$ cat src/rtl/aclock_disp_scan.sv
// Six-digit multiplexed 7-segment scanner for the alarm clock: per-frame snapshot,
// leading-zero blanking, dot separators. Alarm blink is built only with ACLOCK_DISP_BLINK_EN.
//
// state   | meaning
// DIG_S0  | seconds units lit (an[0]); frame starts here, snapshot taken on entry
// DIG_S1  | seconds tens lit (an[1])
// DIG_M0  | minutes units lit (an[2]), dot on
// DIG_M1  | minutes tens lit (an[3])
// DIG_H0  | hours units lit (an[4]), dot on
// DIG_H1  | hours tens lit (an[5]), dark when zero
module aclock_disp_scan #(
  parameter int SCAN_DIV  = 4,
  parameter int BLINK_DIV = 8
) (
  input  logic       clk,
  input  logic       reset,
  input  logic [1:0] h1,
  input  logic [3:0] h0,
  input  logic [3:0] m1,
  input  logic [3:0] m0,
  input  logic [3:0] s1,
  input  logic [3:0] s0,
  input  logic       alarm,
  output logic [5:0] an,
  output logic [6:0] seg,
  output logic       dp,
  output logic       alarm_led
);

  localparam int PW = (SCAN_DIV > 2) ? $clog2(SCAN_DIV) : 1;

  typedef enum logic [2:0] {
    DIG_S0 = 3'd0,
    DIG_S1 = 3'd1,
    DIG_M0 = 3'd2,
    DIG_M1 = 3'd3,
    DIG_H0 = 3'd4,
    DIG_H1 = 3'd5
  } digit_e;

  digit_e           idx_q, idx_d;
  logic [PW-1:0]    pcnt_q, pcnt_d;
  logic [5:0][3:0]  snap_q, snap_d;
  logic [5:0][3:0]  live;
  logic [5:0]       an_q, an_d;
  logic [6:0]       seg_q, seg_d;
  logic             dp_q, dp_d;
  logic             alarm_q;
  logic [3:0]       digit;
  logic             tick, wrap, blank;

  function automatic logic [6:0] seg_decode(input logic [3:0] v);
    case (v)
      4'd0:    seg_decode = 7'b1000000;
      4'd1:    seg_decode = 7'b1111001;
      4'd2:    seg_decode = 7'b0100100;
      4'd3:    seg_decode = 7'b0110000;
      4'd4:    seg_decode = 7'b0011001;
      4'd5:    seg_decode = 7'b0010010;
      4'd6:    seg_decode = 7'b0000010;
      4'd7:    seg_decode = 7'b1111000;
      4'd8:    seg_decode = 7'b0000000;
      4'd9:    seg_decode = 7'b0010000;
      default: seg_decode = 7'b0111111;
    endcase
  endfunction

  assign live = {{2'b00, h1}, h0, m1, m0, s1, s0};
  assign tick = (pcnt_q == PW'(SCAN_DIV - 1));
  assign wrap = tick && (idx_q == DIG_H1);

`ifdef ACLOCK_DISP_BLINK_EN
  localparam int FW = (BLINK_DIV > 2) ? $clog2(BLINK_DIV) : 1;

  logic          phase_q, phase_d;
  logic [FW-1:0] fcnt_q, fcnt_d;

  always_comb begin
    phase_d = phase_q;
    fcnt_d  = fcnt_q;
    if (!alarm) begin
      phase_d = 1'b0;
      fcnt_d  = '0;
    end else if (wrap) begin
      if (fcnt_q == FW'(BLINK_DIV - 1)) begin
        fcnt_d  = '0;
        phase_d = ~phase_q;
      end else begin
        fcnt_d = fcnt_q + 1'b1;
      end
    end
  end

  always_ff @(posedge clk or posedge reset) begin
    if (reset) begin
      phase_q <= 1'b0;
      fcnt_q  <= '0;
    end else begin
      phase_q <= phase_d;
      fcnt_q  <= fcnt_d;
    end
  end

  // Blanking follows the phase the new digit will be shown in.
  assign blank = alarm & phase_d;
`else
  logic unused_blink_cfg;
  assign unused_blink_cfg = (BLINK_DIV > 0);
  assign blank = 1'b0;
`endif

  always_comb begin
    pcnt_d = tick ? '0 : pcnt_q + 1'b1;
    idx_d  = idx_q;
    snap_d = snap_q;
    an_d   = an_q;
    seg_d  = seg_q;
    dp_d   = dp_q;
    digit  = '0;
    if (tick) begin
      idx_d = (idx_q == DIG_H1) ? DIG_S0 : digit_e'(idx_q + 3'd1);
      // On the frame wrap the fresh inputs feed the first digit directly.
      if (wrap) snap_d = live;
      digit = snap_d[idx_d];
      seg_d = seg_decode(digit);
      dp_d  = !((idx_d == DIG_M0) || (idx_d == DIG_H0));
      an_d  = ~(6'b000001 << idx_d);
      if ((idx_d == DIG_H1) && (digit == 4'd0)) an_d = 6'b111111;
      if (blank) an_d = 6'b111111;
    end
  end

  always_ff @(posedge clk or posedge reset) begin
    if (reset) begin
      pcnt_q  <= '0;
      idx_q   <= DIG_S0;
      snap_q  <= '0;
      an_q    <= 6'b111111;
      seg_q   <= 7'b1111111;
      dp_q    <= 1'b1;
      alarm_q <= 1'b0;
    end else begin
      pcnt_q  <= pcnt_d;
      idx_q   <= idx_d;
      snap_q  <= snap_d;
      an_q    <= an_d;
      seg_q   <= seg_d;
      dp_q    <= dp_d;
      alarm_q <= alarm;
    end
  end

  assign an        = an_q;
  assign seg       = seg_q;
  assign dp        = dp_q;
  assign alarm_led = alarm_q;

endmodule
$ cat config.mk
export PLATFORM = sky130hd
export DESIGN_NAME = aclock_disp_scan
export DESIGN_NICKNAME = d
export VERILOG_FILES = /design/src/rtl/aclock_disp_scan.sv
export SDC_FILE = /design/constraint.sdc
export NUM_CORES = 1
export LEC_CHECK = 0
export CAP_MARGIN = 10
export CORE_AREA = 5 5 85 67
export CTS_BUF_LIST = sky130_fd_sc_hd__clkbuf_4 sky130_fd_sc_hd__clkbuf_8
export DETAILED_ROUTE_END_ITERATION = 10
export DIE_AREA = 0 0 90 72
export PLACE_DENSITY = 0.8
export SETUP_SLACK_MARGIN = 0.15
export SYNTH_ARGS = -nofsm -noshare
export SYNTH_HDL_FRONTEND = slang
export SYNTH_SLANG_ARGS = --single-unit
$ cat constraint.sdc
create_clock -name clk -period 2.9 [get_ports clk]
set_clock_uncertainty 0.15 [all_clocks]
set_input_delay 0.58 -clock clk [delete_from_list [all_inputs] [get_ports clk]]
set_output_delay 0.58 -clock clk [all_outputs]
set_load 0.01 [all_outputs]
==> results by group <==
Global routing
  – GRT Overall Usage: 14.9%
  – Largest net degree at the start of global routing: 45
  – Total grt overflow: 0
  – First-pass GRT wire length: 7920 um
  – Number of global-route vias before repair: 1,615
  – Initial antenna violation count: 0

STA
  – Worst Tran Pin Value: 540 ps
  – Final worst path period share: 87.2%
  – Final hold violations: 0
  – Final-report setup violation count: 0
  – FMAX: 0.395 GHz
  – RSZ-0062 raised after global routing: no
  – Slew Limit Headroom: 64.0%
  – Sum Neg Setup Slack: 0 ps
  – Period minus WS final: 2530 ps
  – Slew Limit Fails: 0

Worst setup path
  – Setup CP Type: reg2reg
  – Maximum fanout along the worst path: 14
  – Worst path bufs/invs: 2
  – Crit start category: register
  – Stages on worst setup path: 9
  – Crit path DAT: 2600 ps
  – Reg2reg end: seg[1]
  – Cell count of the worst reg-to-reg path: 9
  – Worst-path cell chain: nand3b_2 -> mux2i_1 -> a21oi_1 -> a311oi_1 -> buf_4 -> ha_1 -> inv_1 -> o21ai_0 -> a22o_1
  – CP Data Required Time: 2970 ps
  – Max stage delay on crit path: 660 ps
  – Crit path to: seg[1]
  – R2R setup slack: 370 ps
  – CP top delay family: flip-flops
  – Worst r2r src: idx_q[1]
  – Critical Path Start: idx_q[1]
  – Critical Path Slowest Stage Cell: dfrtp_1
  – CP Capture Type: register

Detailed routing
  – Router iterations before antenna repair: 5
  – DRT iter0 DRCs: 115
  – DRT Wirelength: 4610 um
  – DR vias: 1,620
  – Drt drc: 0
  – Mean number of vias per cell: 5.40
  – Post-DR wirelength/cell: about 15 um
  – DRT antenna net count: 0

Floorplanning
  – # IOs: 40
  – Die area: 6480 um^2
  – Die height: 72 um
  – DIE WIDTH: 90 um
  – Core ar.: around 4800 um^2
  – # rows: 22
  – Initial Util: between 40% and 50%

Power and ir drop
  – Switch share: between 20 and 25%
  – Internal power: 947 uW
  – Sw Pwr: 260 uW
  – Combinational fraction of design power: 10.7%
  – Peak VDD IR: slightly below 0.3 mV
  – Clock power frac: 34.8%
  – P per Cell Area: 431 nW/um^2
  – Seq pwr share: 54.5%
  – LEAKAGE: 0.00123 uW

Finish
  – Layout cells sized above 1: 27.9%
  – Filler cells: between 400 and 500
  – Post-Layout Cell Count: 300
  – Final nets: 271
  – ANT cells: 0
  – Most common cell after layout, fill and taps aside: clkdlybuf4s50_1
  – Synth-to-layout area growth: 22.1%
  – Commonest cells after routing, fill and taps aside: 39 x clkdlybuf4s50_1, 29 x dfrtp_1, 21 x mux2_2

Outcome
  – Status: finished clean

Yosys
  – Synthesized flop and latch total: 44
  – Register area share after synthesis: between 40% and 50%
  – Post-Syn Area per Cell: 11.5 um^2
  – Net Count, Synth: 231
  – Post-synthesis cell count: 199
  – Netlist Area Pre-Place: ~2300 um^2
  – Main synth FF type: dfrtp_1
  – Synth cell types: 52
  – Fraction of registers with async set/reset: 100%
  – Synthesis Warnings: 0
  – Post-synth EDFFs: 0

Worst hold path
  – Hold Path Stages: 1
  – HP Class: reg2reg

Clocking
  – # hold bufs at CTS: 0
  – Total CTS buffers: 5
  – Setup bufs post-CTS: 0
  – Clock root buffer: clkbuf_8
  – Sink Count: 44
  – Max clock buf depth: 2
  – Register clock-pin slew on the reported worst setup and hold paths: 80 ps
  – Clock latency on the worst-skew pair: a little under 300 ps
  – TritonCTS clock tree: done
  – H-tree depth: 2

Place
  – RePlAce Congestion: 0.865
  – Port buffer count: 39
  – Dpl hpwl: 3440 um
  – Placed Cells: about 290

Flow run
  – Max_cap viols: 0
==> synth_stat cells, types with 6 or more instances <==
cell | count | share of area (%)
a21oi_1 | 9 | 2.0
a31oi_1 | 7 | 1.9
buf_6 | 6 | 2.9
dfrtp_1 | 30 | 33
dfstp_2 | 14 | 16
ha_1 | 7 | 3.8
inv_1 | 16 | 2.6
mux2_2 | 21 | 10
mux2i_1 | 8 | 3.5
nand2_1 | 10 | 1.6
nor2_1 | 12 | 2.0
==> registers in the layout, indices dropped and copies added (netlist names) <==
name	cells
seg	7
pcnt_q	2
alarm_led	1
an	6
dp	1
snap_q	24
idx_q	3
==> what timing repair did <==
| action | CTS | global route |
|---|---|---|
| setup endpoints to repair | 0 | 6 |
| gates resized for setup | 0 | 2 |
| hold endpoints to repair | 0 | 0 |
==> kinds of logic after synthesis <==
family          synth area share (%)
buf+inv                         7.91
xor+xnor                       0.382
simple gates                    9.98
mux                             14.5
compound gates                  14.7
flops                           48.8
fa+ha+maj                       3.82
==> per-layer routing <==
layer / vias up / global-route usage [%] / wire [um]
met1: 772 / 22.0 / 2270
met3: 7 / 4.77 / 319
met5: - / 0 / 0
met2: 45 / 20.8 / 1960
met4: 0 / 4.79 / 59
li1: 796 / - / -
==> metrics by stage <==
step	area, um^2	utilization, %	total power, uW	setup slack (ps)	hold WS (ps)
after CTS	2800	58.7	1220	280	298
after global routing	2800	58.8	1270	155	320
after global placement	2690	56.6	797	261	264
final	2800	58.8	1210	370	297
after floorplan	2290	-	730	449	253
after detailed placement	2690	56.6	800	234	286
==> how the worst min path moves through the flow <==
| stage | to | slack [ps] | startpoint |
|---|---|---|---|
| after floorplan | pcnt_q[0] | 250 | pcnt_q[0] |
| after global placement | pcnt_q[0] | 260 | pcnt_q[0] |
| after detailed placement | pcnt_q[0] | 290 | pcnt_q[0] |
| after CTS | pcnt_q[0] | 300 | pcnt_q[0] |
| after global routing | pcnt_q[0] | 320 | pcnt_q[0] |
| final | pcnt_q[0] | 300 | pcnt_q[0] |
==> area by class of cell <==
type | instances | area [um^2] | share of cell area [%]
Inverter | 17 | 63.8 | 2.28
Multi-Input combinational cell | 125 | 996 | 35.6
Tap cell | 60 | 75.1 | 2.68
Timing Repair Buffer | 46 | 443 | 15.8
Sequential cell | 44 | 1120 | 40.0
Clock buffer | 8 | 104 | 3.71
==> power groups by stage <==
stage	clock network [uW]	logic [uW]	registers, uW
5_1_grt	461	143	662
2_1_floorplan	0	60.4	669
3_5_place_dp	0	131	670
4_1_cts	433	131	658
6_report	420	129	658
3_3_place_gp	0	128	669
No activity file was read; power rests on OpenSTA's default activity.
